==> config.mk <==
export PLATFORM = sky130hd
export DESIGN_NAME = branch_ctrl
export DESIGN_NICKNAME = d
export VERILOG_FILES = /design/src/rtl/branch_ctrl.sv
export SDC_FILE = /design/constraint.sdc
export NUM_CORES = 1
export LEC_CHECK = 0
export ABC_AREA = 1
export BUFFER_PORTS_ARGS = -buffer_cell sky130_fd_sc_hd__clkbuf_2
export CORE_MARGIN = 2
export CORE_UTILIZATION = 65
export DETAILED_ROUTE_END_ITERATION = 6
export MAX_ROUTING_LAYER = met4
export PLACE_DENSITY = 0.88
export SETUP_SLACK_MARGIN = 0.4
export SYNTH_ARGS = -nofsm -noshare
export SYNTH_HDL_FRONTEND = slang
export SYNTH_SLANG_ARGS = --single-unit
==> constraint.sdc <==
create_clock -name Clk -period 4 [get_ports Clk]
set_input_delay 0.4 -clock Clk [delete_from_list [all_inputs] [get_ports Clk]]
set_output_delay 0.4 -clock Clk [all_outputs]
set_load 0.02 [all_outputs]
==> src/rtl/branch_ctrl.sv <==
// Branch controller: IDLE/RUN/DONE sequencer, target LUT and optional return-address stack.
// The return-address stack (CALL/RET) is built only when BRANCH_CTRL_RAS_EN is defined.
module branch_ctrl #(
    parameter int L         = 10,
    parameter int LUT_AW    = 4,
    parameter int RAS_DEPTH = 4
) (
    input  logic              Clk,
    input  logic              Reset,
    input  logic              Start,
    input  logic [2:0]        BrOp,
    input  logic [LUT_AW-1:0] LutIdx,
    input  logic              ALU_flag,
    input  logic [L-1:0]      ProgCtr,
    input  logic              LutWrEn,
    input  logic [LUT_AW-1:0] LutWrIdx,
    input  logic [L-1:0]      LutWrData,
    output logic              BranchAbs,
    output logic [L-1:0]      Target,
    output logic              Done,
    output logic              RasOvf,
    output logic              RasUnf,
    output logic [1:0]        DbgState
);

    typedef enum logic [1:0] {IDLE = 2'd0, RUN = 2'd1, DONE = 2'd2} state_t;

    localparam logic [2:0] OP_BEQ  = 3'b001;
    localparam logic [2:0] OP_BNE  = 3'b010;
    localparam logic [2:0] OP_JMP  = 3'b011;
    localparam logic [2:0] OP_CALL = 3'b100;
    localparam logic [2:0] OP_RET  = 3'b101;
    localparam logic [2:0] OP_HALT = 3'b110;

    state_t         state, state_nxt;
    logic [L-1:0]   lut [2**LUT_AW];
    logic           lut_we;
    logic           ras_clr;

`ifdef BRANCH_CTRL_RAS_EN
    localparam int CW = $clog2(RAS_DEPTH + 1);
    logic [L-1:0]  ras [RAS_DEPTH];
    logic [CW-1:0] ras_cnt;
    logic          ras_full, ras_push, ras_pop, ovf_set, unf_set;
    logic          ovf_q, unf_q;
    assign ras_full = (ras_cnt == CW'(RAS_DEPTH));
`endif

    always_ff @(posedge Clk) begin
        if (Reset) state <= IDLE;
        else       state <= state_nxt;
    end

    // Writes are accepted only while no program is executing; reads never see a same-cycle write.
    always_ff @(posedge Clk) begin
        if (Reset) begin
            for (int i = 0; i < 2**LUT_AW; i++) lut[i] <= '0;
        end else if (lut_we) begin
            lut[LutWrIdx] <= LutWrData;
        end
    end

    // Branch outputs are combinational so the PC loads Target on the same edge; Start is level-sampled.
    always_comb begin
        state_nxt = state;
        BranchAbs = 1'b0;
        Target    = '0;
        lut_we    = 1'b0;
        ras_clr   = 1'b0;
`ifdef BRANCH_CTRL_RAS_EN
        ras_push  = 1'b0;
        ras_pop   = 1'b0;
        ovf_set   = 1'b0;
        unf_set   = 1'b0;
`endif
        case (state)
            IDLE, DONE: begin
                lut_we = LutWrEn;
                if (Start) begin
                    state_nxt = RUN;
                    ras_clr   = 1'b1;
                end
            end
            RUN: begin
                case (BrOp)
                    OP_BEQ: if (ALU_flag) begin
                        BranchAbs = 1'b1;
                        Target    = lut[LutIdx];
                    end
                    OP_BNE: if (!ALU_flag) begin
                        BranchAbs = 1'b1;
                        Target    = lut[LutIdx];
                    end
                    OP_JMP: begin
                        BranchAbs = 1'b1;
                        Target    = lut[LutIdx];
                    end
                    OP_CALL: begin
                        BranchAbs = 1'b1;
                        Target    = lut[LutIdx];
`ifdef BRANCH_CTRL_RAS_EN
                        ras_push  = !ras_full;
                        ovf_set   = ras_full;
`endif
                    end
`ifdef BRANCH_CTRL_RAS_EN
                    OP_RET: begin
                        if (ras_cnt != '0) begin
                            BranchAbs = 1'b1;
                            Target    = ras[0];
                            ras_pop   = 1'b1;
                        end else begin
                            unf_set   = 1'b1;
                        end
                    end
`endif
                    OP_HALT: state_nxt = DONE;
                    default: ;
                endcase
            end
            default: state_nxt = IDLE;
        endcase
    end

`ifdef BRANCH_CTRL_RAS_EN
    always_ff @(posedge Clk) begin
        if (Reset || ras_clr) begin
            ras_cnt <= '0;
            ovf_q   <= 1'b0;
            unf_q   <= 1'b0;
        end else begin
            if (ras_push)     ras_cnt <= ras_cnt + CW'(1);
            else if (ras_pop) ras_cnt <= ras_cnt - CW'(1);
            if (ovf_set) ovf_q <= 1'b1;
            if (unf_set) unf_q <= 1'b1;
        end
    end

    // Shift-register stack: ras[0] is always the top entry.
    always_ff @(posedge Clk) begin
        if (ras_push) begin
            ras[0] <= ProgCtr + L'(1);
            for (int i = 1; i < RAS_DEPTH; i++) ras[i] <= ras[i-1];
        end else if (ras_pop) begin
            for (int i = 0; i < RAS_DEPTH - 1; i++) ras[i] <= ras[i+1];
        end
    end

    assign RasOvf = ovf_q;
    assign RasUnf = unf_q;
`else
    logic unused_ras;
    assign unused_ras = ^{ProgCtr, ras_clr};
    assign RasOvf     = 1'b0;
    assign RasUnf     = 1'b0;
`endif

    assign Done     = (state == DONE);
    assign DbgState = state;

endmodule
=== Yosys cells after proc, flatten, opt, wreduce, memory -nomap -nowiden ===
Memories as Yosys holds them, arrays and structs flattened.
Index checks and enable logic that the tools add are counted.

* Output and inout port bits: 16
* Memories kept: 1
* Bits in writable memories: 160
* Bits in registers: 2

* Mux-type cells: 20
* Equality and inequality tests: 9
* Reductions and logical operators: 5

{| class="wikitable"
|+ Memories
! memory !! depth !! bits a word !! rd ports !! clocked after memory_dff !! write ports !! RTL line !! RTL
|-
| lut || 16 || 10 || 1 || 0 || 16 || 36 || <nowiki>logic [L-1:0] lut [2**LUT_AW];</nowiki>
|}

{| class="wikitable"
|+ Operators with widths
! operator !! number
|-
| $mux 10 || 4
|-
| $pmux 10 s3 || 1
|-
| $mux 1 || 10
|-
| $reduce_or 10->1 || 1
|-
| $eq 3x2->1 const B || 2
|-
| $eq 3x3->1 const B || 2
|-
| $mux 2 || 2
|-
| $mux 4 || 1
|-
| $pmux 2 s2 || 1
|-
| $reduce_or 2->1 || 2
|-
| $eq 3x1->1 const B || 1
|-
| $pmux 1 s3 || 1
|-
| $eq 2x1->1 const B || 1
|-
| $eq 2x2->1 const B || 1
|-
| $logic_not 2->1 || 1
|-
| $ne 2x1->1 const B || 1
|-
| $ne 2x2->1 const B || 1
|-
| $reduce_and 2->1 || 1
|}

=== Logic depth before layout (Yosys ltp) ===
* Depth after elaboration: 8
* Gate-level depth with buffers: 10
* Mapped depth without buffers: 8

=== Worst setup path after synthesis ===
No wires, ideal clock.

* Path kind: register to output
* Start: reg state[0], in the netlist DbgState[0]
* End: out Target[0]
* Path buffers: 1
* Path slack: 2254 ps
* Required time: 3600 ps
* Data arrival time: 1346 ps
* Stages on the path, launching flop included: 6
* Cells stage by stage: dfxtp_1 -> nand2_1 -> a21oi_1 -> buf_2 -> nand2_1 -> nor2_1

* Cells in the longest elaborated chain, start to end: 2

{| class="wikitable"
|+ Ends and longest elaborated chain
! element !! RTL line !! RTL
|-
| start, declared || 35 || <nowiki>state_t state, state_nxt;</nowiki>
|-
| start signal, assigned || 51 || <nowiki>else state <= state_nxt;</nowiki>
|-
| $eq 2x1->1 || 76 || <nowiki>case (state)</nowiki>
|-
| $mux 10 || 76 ||
|-
| end, declared || 19 || <nowiki>output logic [L-1:0] Target,</nowiki>
|}

No other way between the ends.

=== Final worst setup path ===
* Start: reg state[0], in the netlist DbgState[0]
* End: out Target[5]

The elaborated chain is that of the path after synthesis.

==> impl_metrics.csv <==
group,metric,value,unit
status,status,"finished, violations left",
status,violations,"DRC",
pwr,pwr-share-comb,8.4,%
grt,first_global_vias,5858,
grt,overflow,0,
run,cap_viol_max_count,0,
die,rows,40,
logic_synthesis,ys_seq_elements,162,
pwr,power.switching,0.9062,mW
pwr,p_per_area,450.6,nW/um^2
worst_setup_path,arrival,2.50,ns
logic_synthesis,syn_avg_cell_area,8.653,um^2
sta,final.setup.tns,0,ns
pwr,switching_share,22.95,%
cells_and_area,final_cell_mix,"nand2_1 (240), nor2_1 (188), edfxtp_1 (160)",
die,fp.dieW,115.7,um
clock_network,cts_hold_buf,0,
detailed_routing,dr.pass1.iters,7,
min_path,hp-class,"in2reg",
pwr,internal_power,3.042,mW
logic_synthesis,synthesis.area,8108,um^2
min_path,hold_path_end,"DbgState[0]$_SDFFE_PP0P_",
cells_and_area,nFillCells,835,
logic_synthesis,synth_adder_area_share,0,%
clock_network,cts_max_level,4,
grt,grt_max_degree,88,
min_path,hp-start,"Reset",
cells_and_area,utilization,72.36,%
die,die_area,13380,um^2
die,ios,52,
worst_setup_path,cp-end-kind,"primary output",
logic_synthesis,synth_edf_count,160,
logic_synthesis,syn_inst,937,
die,coreArea,12110,um^2
logic_synthesis,ys_async_sr_fraction,0,%
cells_and_area,antenna_cells,0,
worst_setup_path,rr_worst_depth,5,
pwr,power,3.948,mW
logic_synthesis,yosysWarnings,0,
clock_network,post-cts-setup-buffers,0,
cells_and_area,drive_gt1_share,8.000,%
worst_setup_path,crit_required,3.60,ns
grt,antenna_found_initial,0,
logic_synthesis,synthMuxAreaShare,0,%
min_path,min_path_cells,2,
pwr,vdd_ir_drop_max,0.3007,mV
clock_network,clk_latency,0.42,ns
logic_synthesis,yosysTopAreaCell,"edfxtp_1",
sta,rsz0062_at_grt,"false",
logic_synthesis,yosys.area_share.simple,27.90,%
sta,slew_viol_final,0,
worst_setup_path,rr_startpoint,"DbgState[0]$_SDFFE_PP0P_",
clock_network,root_buffer,"clkbuf_16",
detailed_routing,wl_per_cell,17.35,um
cells_and_area,layout_commonest_cell,"nand2_1",
pwr,p_leak,4.011,nW
logic_synthesis,synth_compound_area_share,0.7407,%
detailed_routing,drc,4,
clock_network,cts_tree,"built",
die,initial_utilization,66.94,%
sta,fmax,344.9,MHz
detailed_routing,dr.first_iter.drc_count,748,
place,place_hpwl,11.40,mm
clock_network,cts_buffers,17,
clock_network,clockBufferDepth,2,
pwr,clockPowerShare,42.5,%
clock_network,cts_sinks,162,
logic_synthesis,seq_area_frac_synth,59.75,%
logic_synthesis,netlist.area_leader.share,59.26,%
logic_synthesis,synth_top_family_by_area,"simple AND/OR/NAND/NOR gates",
worst_setup_path,rrSetupSlack,1.74,ns
sta,setup_violations,0,
worst_setup_path,critPathKind,"reg2out",
grt,grt_usage,31.70,%
detailed_routing,vias,6286,
die,chipHeight,115.7,um
sta,slew_headroom,17.31,%
logic_synthesis,synth_xor_area_share,0,%
grt,grt_first_pass_wirelength,30.08,mm
sta,fin_skew,0.004584,ns
sta,final_hold_viol_count,0,
worst_setup_path,crit_path_max_fanout,11,
detailed_routing,drt-total-wl,19.40,mm
logic_synthesis,ys.flop_type,"edfxtp_1",
worst_setup_path,r2r_end,"lut[12][1]$_SDFFCE_PN0P_",
cells_and_area,area_delta_synth_final,8.086,%
clock_network,cts_resized,0,
pwr,seq_power_share,49.1,%
logic_synthesis,synthTopCellsByArea,"edfxtp_1 (59%), nand2_1 (11%), nor2_1 (8.7%)",
sta,min_period,2.899,ns
place,gp_congestion,0.8765,
sta,tightest_slew,1.240,ns
cells_and_area,nNetsFinal,974,
logic_synthesis,yosysUniqueCellTypes,20,
place,port_buffers,39,
clock_network,path_clk_slew,0.06,ns
detailed_routing,viasPerCell,5.623,
worst_setup_path,start_kind,"flop",
sta,fin_crit_sh,72.48,%
detailed_routing,antenna_left,0,
worst max-delay path, cell delays in order (launching register included):
cell and delay [ns]:
dfxtp_1 0.41, nand2_1 0.09, a21oi_1 0.95, nand2_1 0.21, nor2_1 0.21, clkbuf_2 0.20
layout make-up:
class                           instances  area (um^2)  area share, %
Tap cell                              168        210.2          2.399
Sequential cell                       162         4845          55.28
Timing Repair Buffer                   42        217.7          2.484
Clock inverter                         10        158.9          1.813
Clock buffer                           21        440.4          5.026
Inverter                              149        561.8          6.411
Multi-Input combinational cell        566         2330          26.58
routing by layer:
metal | routed length, um | share of wire (%) | global-route usage (%)
met3 | 2407 | 12 | 7.113
met2 | 9308 | 48 | 48.19
met1 | 6825 | 35 | 40.45
met4 | 854 | 4.4 | 16.11
met5 | 0 | 0 | -
power by group through the flow:
| stage | logic [mW] | clock network (mW) | registers, mW |
|---|---|---|---|
| 5_1_grt | 0.360 | 1.73 | 1.95 |
| 6_report | 0.330 | 1.68 | 1.94 |
| 3_3_place_gp | 0.307 | 0 | 1.97 |
| 2_1_floorplan | 0.227 | 0 | 1.97 |
| 4_1_cts | 0.322 | 1.66 | 1.94 |
| 3_5_place_dp | 0.317 | 0 | 1.98 |
worst max path at each step:
| stage | from | endpoint | slack [ns] | depth (start not counted) |
|---|---|---|---|---|
| after floorplan | DbgState[0]$_SDFFE_PP0P_ | Target[0] | 2.25 | 5 |
| after global placement | LutIdx[3] | Target[5] | 1.48 | 8 |
| after detailed placement | LutIdx[0] | Target[3] | 1.42 | 10 |
| after CTS | DbgState[1]$_SDFFE_PP0P_ | Target[5] | 1.23 | 6 |
| after global routing | DbgState[1]$_SDFFE_PP0P_ | Target[5] | 1.03 | 6 |
| final | DbgState[0]$_SDFFE_PP0P_ | Target[5] | 1.10 | 5 |
logic make-up after synthesis:
logic type             Yosys count
AO/OA/AOI/OAI                   12
buffers and inverters          210
flip-flops                     162
other                            1
AND/OR/NAND/NOR                552
cell usage after synthesis (2+ instances only):
library cell  number
buf_6             13
inv_2              2
nor3_2             2
nor2_1           188
buf_2             24
dfxtp_1            2
edfxtp_1         160
a21oi_1           12
clkbuf_1          18
buf_4              5
or2_2              3
inv_1            146
nand2_1          240
or2_1              7
nand3_1          110
metrics by stage:
stage               std cells  hold WS [ns]  cell area (um^2)  setup slack [ns]
detailed placement       1087        0.5373              8164             1.416
CTS                      1118        0.1724              8763             1.226
global placement         1087        0.5304              8164             1.475
global route             1118        0.1761              8763             1.035
finish                   1118        0.1702              8763             1.101
floorplan                 938        0.4691              8112             2.254
registers in the layout, indices dropped and copies added (netlist names):
name      cells
DbgState      2
lut         160
Power figures use the tool's default switching activity.
